==> config.mk <==
export PLATFORM = sky130hd
export DESIGN_NAME = uart_tx_flat
export DESIGN_NICKNAME = d
export VERILOG_FILES = /design/src/rtl/uart_tx_if.sv /design/src/rtl/uart_tx.sv /design/src/flat_wrapper.sv
export SDC_FILE = /design/constraint.sdc
export NUM_CORES = 1
export LEC_CHECK = 0
export BUFFER_PORTS_ARGS = -buffer_cell sky130_fd_sc_hd__buf_2
export CORE_ASPECT_RATIO = 1.75
export CORE_UTILIZATION = 50
export CTS_BUF_LIST = sky130_fd_sc_hd__clkbuf_4 sky130_fd_sc_hd__clkbuf_8 sky130_fd_sc_hd__clkbuf_16
export DETAILED_ROUTE_END_ITERATION = 6
export PLACE_DENSITY = 0.76
export SETUP_SLACK_MARGIN = 0.4
export SLEW_MARGIN = 20
export SYNTH_ARGS = -nofsm -noshare
export SYNTH_HDL_FRONTEND = slang
export SYNTH_SLANG_ARGS = --single-unit
export TNS_END_PERCENT = 50
==> constraint.sdc <==
create_clock -name clk -period 2.55 [get_ports clk]
set_input_delay 0.51 -clock clk [delete_from_list [all_inputs] [get_ports clk]]
set_output_delay 0.51 -clock clk [all_outputs]
set_load 0.1 [all_outputs]
==> src/rtl/uart_tx_if.sv <==
// Byte-request/status bundle between a byte producer and the UART transmitter.
// The producer drives the master side; the transmitter implements the slave side.
interface uart_tx_if;
    logic [7:0] data_in;
    logic       data_valid;
    logic       tx_ready;
    logic       tx;
    logic       busy;
    logic       done;

    modport master (
        output data_in,
        output data_valid,
        input  tx_ready,
        input  tx,
        input  busy,
        input  done
    );

    modport slave (
        input  data_in,
        input  data_valid,
        output tx_ready,
        output tx,
        output busy,
        output done
    );
endinterface

==> src/rtl/uart_tx.sv <==
// 8N1 UART transmitter with a one-byte holding register, so consecutive bytes
// stream with no idle gap between the stop bit and the next start bit.
module uart_tx #(
    parameter int CLK_FREQ  = 50000000,
    parameter int BAUD_RATE = 9600
) (
    input  logic     clk,
    input  logic     rst,
    uart_tx_if.slave bus_if
);
    localparam int          CLKS_PER_BIT = CLK_FREQ / BAUD_RATE;
    localparam logic [15:0] CNT_LAST     = 16'(CLKS_PER_BIT - 1);

    typedef enum logic [1:0] {
        IDLE  = 2'd0,
        START = 2'd1,
        DATA  = 2'd2,
        STOP  = 2'd3
    } state_t;

    state_t      state_q,     state_d;
    logic [15:0] clk_count_q, clk_count_d;
    logic [2:0]  bit_index_q, bit_index_d;
    logic [7:0]  shift_q,     shift_d;
    logic [7:0]  hold_q,      hold_d;
    logic        hold_full_q, hold_full_d;
    logic        tx_q,        tx_d;
    logic        done_q,      done_d;

    logic        cnt_end;
    logic [2:0]  bit_index_inc;

    assign cnt_end       = (clk_count_q == CNT_LAST);
    assign bit_index_inc = bit_index_q + 3'd1;

    always_ff @(posedge clk) begin
        if (rst) begin
            state_q     <= IDLE;
            clk_count_q <= '0;
            bit_index_q <= '0;
            shift_q     <= '0;
            hold_q      <= '0;
            hold_full_q <= 1'b0;
            tx_q        <= 1'b1;
            done_q      <= 1'b0;
        end else begin
            state_q     <= state_d;
            clk_count_q <= clk_count_d;
            bit_index_q <= bit_index_d;
            shift_q     <= shift_d;
            hold_q      <= hold_d;
            hold_full_q <= hold_full_d;
            tx_q        <= tx_d;
            done_q      <= done_d;
        end
    end

    always_comb begin
        state_d     = state_q;
        clk_count_d = clk_count_q;
        bit_index_d = bit_index_q;
        shift_d     = shift_q;
        hold_d      = hold_q;
        hold_full_d = hold_full_q;
        tx_d        = tx_q;
        done_d      = 1'b0;

        // Accept needs an empty holder and drain needs a full one, so they never collide.
        if (bus_if.data_valid && !hold_full_q) begin
            hold_d      = bus_if.data_in;
            hold_full_d = 1'b1;
        end

        unique case (state_q)
            IDLE: begin
                tx_d = 1'b1;
                if (hold_full_q) begin
                    shift_d     = hold_q;
                    hold_full_d = 1'b0;
                    tx_d        = 1'b0;
                    clk_count_d = '0;
                    state_d     = START;
                end
            end
            START: begin
                if (cnt_end) begin
                    tx_d        = shift_q[0];
                    bit_index_d = '0;
                    clk_count_d = '0;
                    state_d     = DATA;
                end else begin
                    clk_count_d = clk_count_q + 16'd1;
                end
            end
            DATA: begin
                if (cnt_end) begin
                    clk_count_d = '0;
                    if (bit_index_q != 3'd7) begin
                        bit_index_d = bit_index_inc;
                        tx_d        = shift_q[bit_index_inc];
                    end else begin
                        tx_d    = 1'b1;
                        state_d = STOP;
                    end
                end else begin
                    clk_count_d = clk_count_q + 16'd1;
                end
            end
            STOP: begin
                if (cnt_end) begin
                    done_d      = 1'b1;
                    clk_count_d = '0;
                    // A queued byte starts its start bit right after this stop bit.
                    if (hold_full_q) begin
                        shift_d     = hold_q;
                        hold_full_d = 1'b0;
                        tx_d        = 1'b0;
                        state_d     = START;
                    end else begin
                        state_d = IDLE;
                    end
                end else begin
                    clk_count_d = clk_count_q + 16'd1;
                end
            end
            default: begin
                state_d = IDLE;
            end
        endcase
    end

    assign bus_if.tx_ready = !hold_full_q;
    assign bus_if.tx       = tx_q;
    assign bus_if.busy     = (state_q != IDLE) || hold_full_q;
    assign bus_if.done     = done_q;
endmodule

==> src/flat_wrapper.sv <==
// flat-port wrapper written by rule: the top's interface ports become plain ports
module uart_tx_flat 
#(
    parameter int CLK_FREQ  = 50000000,
    parameter int BAUD_RATE = 9600
)
  (clk, rst, bus_if_data_in, bus_if_data_valid, bus_if_tx_ready, bus_if_tx, bus_if_busy, bus_if_done);
  uart_tx_if bus_if_i ();
  input  logic clk;
  input  logic rst;
  input wire logic [$bits(bus_if_i.data_in)-1:0] bus_if_data_in;
  input wire logic [$bits(bus_if_i.data_valid)-1:0] bus_if_data_valid;
  output wire logic [$bits(bus_if_i.tx_ready)-1:0] bus_if_tx_ready;
  output wire logic [$bits(bus_if_i.tx)-1:0] bus_if_tx;
  output wire logic [$bits(bus_if_i.busy)-1:0] bus_if_busy;
  output wire logic [$bits(bus_if_i.done)-1:0] bus_if_done;
  assign bus_if_i.data_in = bus_if_data_in;
  assign bus_if_i.data_valid = bus_if_data_valid;
  assign bus_if_tx_ready = bus_if_i.tx_ready;
  assign bus_if_tx = bus_if_i.tx;
  assign bus_if_busy = bus_if_i.busy;
  assign bus_if_done = bus_if_i.done;
  uart_tx #(.CLK_FREQ(CLK_FREQ), .BAUD_RATE(BAUD_RATE)) u_core (.clk(clk), .rst(rst), .bus_if(bus_if_i));
endmodule
==> out/metrics.yaml <==
run_status:
  outcome: "complete, no violations"
logic_synthesis:
  synth-edff-count: 0
  yosysSeqAreaShare: 0.387
  ys_ff_latch: 40
  synthArstFlopShare: 0
  synthesis.area_sq_mm: 0.00207
  syn_nets: 260
  post_synth.cell_area_avg_sq_um: 8.54
  yosysWarningCount: 0
  synth_cells: 242
  synth_area_leaders: "dfxtp_1 39%, mux2i_1 6.8%, nand2_1 6.4%"
  ys.flop_type: "dfxtp_1"
  synth.top_cell.area_share: 0.387
  synth_top_cell_by_area: "dfxtp_1"
  yosysUniqueCellTypes: 41
route:
  drt_iter0_markers: 39
  dr_total_vias: 1808
  ant_nets: 0
  drc: 0
  wl_per_cell_um: 14.8
  drt-pass1-iter-count: 4
  drt_wl_total_um: 4580
  via_per_inst: 5.85
timing:
  rsz0062_at_grt: "false"
  fmaxAchievable_mhz: 487
  setup_ws_ns: 0.498
  fin_crit_sh: 0.805
  max_slew_margin: 0.465
  hold_viol: 0
  tightest_slew_ns: 0.803
  setup_viol_count_final: 0
  setup_tns_ns: 0
  finalCriticalPeriod_ns: 2.05
  clock_skew_ns: 0.00861
  finalMaxSlewViolations: 0
place:
  place_hpwl_um: 3220
  gp_routability_congestion: 0.842
  pre_cts_ws_ns: 0.452
  io_buffers: 14
global_routing:
  grt_max_degree: 49
  grt_usage: 0.224
  antenna_found_initial: 0
  grt_pass1_wl_um: 7500
  grt_pass1_vias: 1679
  grt_overflow_total: 0
setup_path:
  cp-start-kind: "flip-flop"
  endpoint_kind: "flip-flop"
  crit_required_ns: 2.69
  r2r_cells: 6
  cp_max_fo: 8
  arrival_ns: 2.19
  reg2reg_slack_ns: 0.50
  reg2reg_from: "u_core.clk_count_q[3]"
  path_class: "reg2reg"
  reg2reg_to: "u_core.clk_count_q[9]"
die:
  die_w_um: 50.6
  row_count: 30
  die_h_um: 87.1
  io-pin-count: 15
  start_util: 0.529
  dieArea_sq_mm: 0.00441
  coreArea_sq_mm: 0.00390
clocking:
  cts.sinks: 40
  clock_path_buffers: 2
  htreeDepth: 2
  clk_pin_slew_worst_paths_ns: 0.09
  root_buffer: "clkbuf_8"
  cts_tree: "built"
  clock_latency_ns: 0.30
  cts_buffers: 5
job:
  maxCapViolCount: 0
cells_and_area:
  antenna_cells: 0
  fin_nets: 278
  syn_to_final_growth_pct: 13.2
  drive_above_1_share: 0.188
min_path:
  hold_path.class: "in2reg"
  whs_path_depth: 3
  holdPathEnd: "u_core.hold_q[3]"
  min_from: "bus_if_data_in[3]"
power:
  power.leakage_nw: 0.820
  vdd_drop_max_mv: 0.672
  power_density_mw_per_mm2: 978
## cells in the final DEF (no fill, tap or decap), drive strengths merged, types with 2 or more instances in the layout
cell type / count
nand4: 6
a31oi: 5
or2b: 16
a311oi: 7
dfxtp: 40
inv: 7
nor4: 3
nand2b: 2
ha: 7
nor2: 18
a22oi: 3
a21oi: 24
clkbuf: 5
and3: 2
o21ai: 10
nand4b: 2
nand2: 35
buf: 22
mux2i: 14
nor3: 3
nand3b: 2
a211oi: 3
or3: 4
nand3: 7
nor2b: 2
## cell type report
cell class / count / area (sq um)
Inverter: 6 / 22.5
Clock inverter: 3 / 46.3
Tap cell: 48 / 60.1
Fill cell: 367 / 1560
Timing Repair Buffer: 22 / 140
Sequential cell: 40 / 807
Clock buffer: 5 / 68.8
Multi-Input combinational cell: 185 / 1190
## timing repair
action,CTS,global route
setup endpoints to repair,1,4
pin swaps,0,1
setup buffers,0,2
gates resized for setup,2,8
hold buffers,0,0
## how the worst max path moves through the flow
| stage | end | cells after the start | slack [ns] | startpoint |
|---|---|---|---|---|
| after floorplan | u_core.clk_count_q[11] | 5 | 0.46 | u_core.clk_count_q[3] |
| after global placement | u_core.state_q[0] | 6 | 0.51 | u_core.clk_count_q[3] |
| after detailed placement | u_core.state_q[0] | 6 | 0.45 | u_core.clk_count_q[3] |
| after CTS | u_core.state_q[0] | 6 | 0.44 | u_core.clk_count_q[3] |
| after global routing | u_core.clk_count_q[9] | 6 | 0.40 | u_core.clk_count_q[3] |
| final | u_core.clk_count_q[9] | 6 | 0.50 | u_core.clk_count_q[3] |
## power by group
| part | internal [W] | switching, W | leakage [nW] |
|---|---|---|---|
| logic | 0.000337 | 0.000673 | 0.439 |
| clock network | 0.000295 | 0.000242 | 0.0548 |
| registers | 0.000688 | 0.0000515 | 0.327 |
## Yosys cell counts, drive strengths merged, types with 3 or more instances
cell	count
nand2	35
nor3	3
nand3	7
dfxtp	40
nand4	6
or3	4
ha	7
buf	4
nor2	18
a22oi	3
o21ai	10
nor4	3
inv	6
a21oi	24
a31oi	5
or2b	16
a311oi	7
mux2i	14
clkbuf	7
a211oi	3
## stage by stage
stage / area [sq um] / total power (W) / hold slack [ns] / utilization / instances
2_1_floorplan: 2070 / 0.00147 / 0.431 / - / 242
3_3_place_gp: 2190 / 0.00171 / 0.437 / 0.561 / 299
3_5_place_dp: 2190 / 0.00172 / 0.443 / 0.561 / 299
4_1_cts: 2310 / 0.00229 / 0.441 / 0.592 / 307
5_1_grt: 2340 / 0.00243 / 0.443 / 0.599 / 309
6_report: 2340 / 0.00229 / 0.448 / 0.599 / 309
## per-layer routing
metal / global-route usage / vias to the layer above / part of all wire
met2: 0.411 / 28 / 0.54
met1: 0.239 / 862 / 0.41
met3: 0.0454 / 10 / 0.026
met4: 0.104 / 0 / 0.024
met5: 0 / - / 0
li1: - / 908 / -
## kinds of logic (layout without fill, tap and decap cells)
kind of cell,count (synthesis),count (layout),share of synthesized area
fa+ha+maj,7,7,0.0424
buf+inv,17,36,0.0357
mux,14,14,0.0678
compound gates,58,58,0.180
flops,40,40,0.387
simple gates,106,106,0.287
## worst max-delay path: stages (launching register included)
cell and delay, ns:
dfxtp_1 0.35, or4b_4 0.58, o41ai_2 0.44, buf_4 0.22, nor2_1 0.07, a31oi_1 0.16, a311oi_1 0.07
## state kept, by name, indices dropped and copies added, names as in the netlist
name	flops
u_core.bus_if.done	1
u_core.clk_count_q	16
u_core.bus_if.tx	1
u_core.bit_index_q	3
u_core.shift_q	8
u_core.hold_q	8
u_core.hold_full_q	1
u_core.state_q	2
Power figures use the tool's default switching activity.
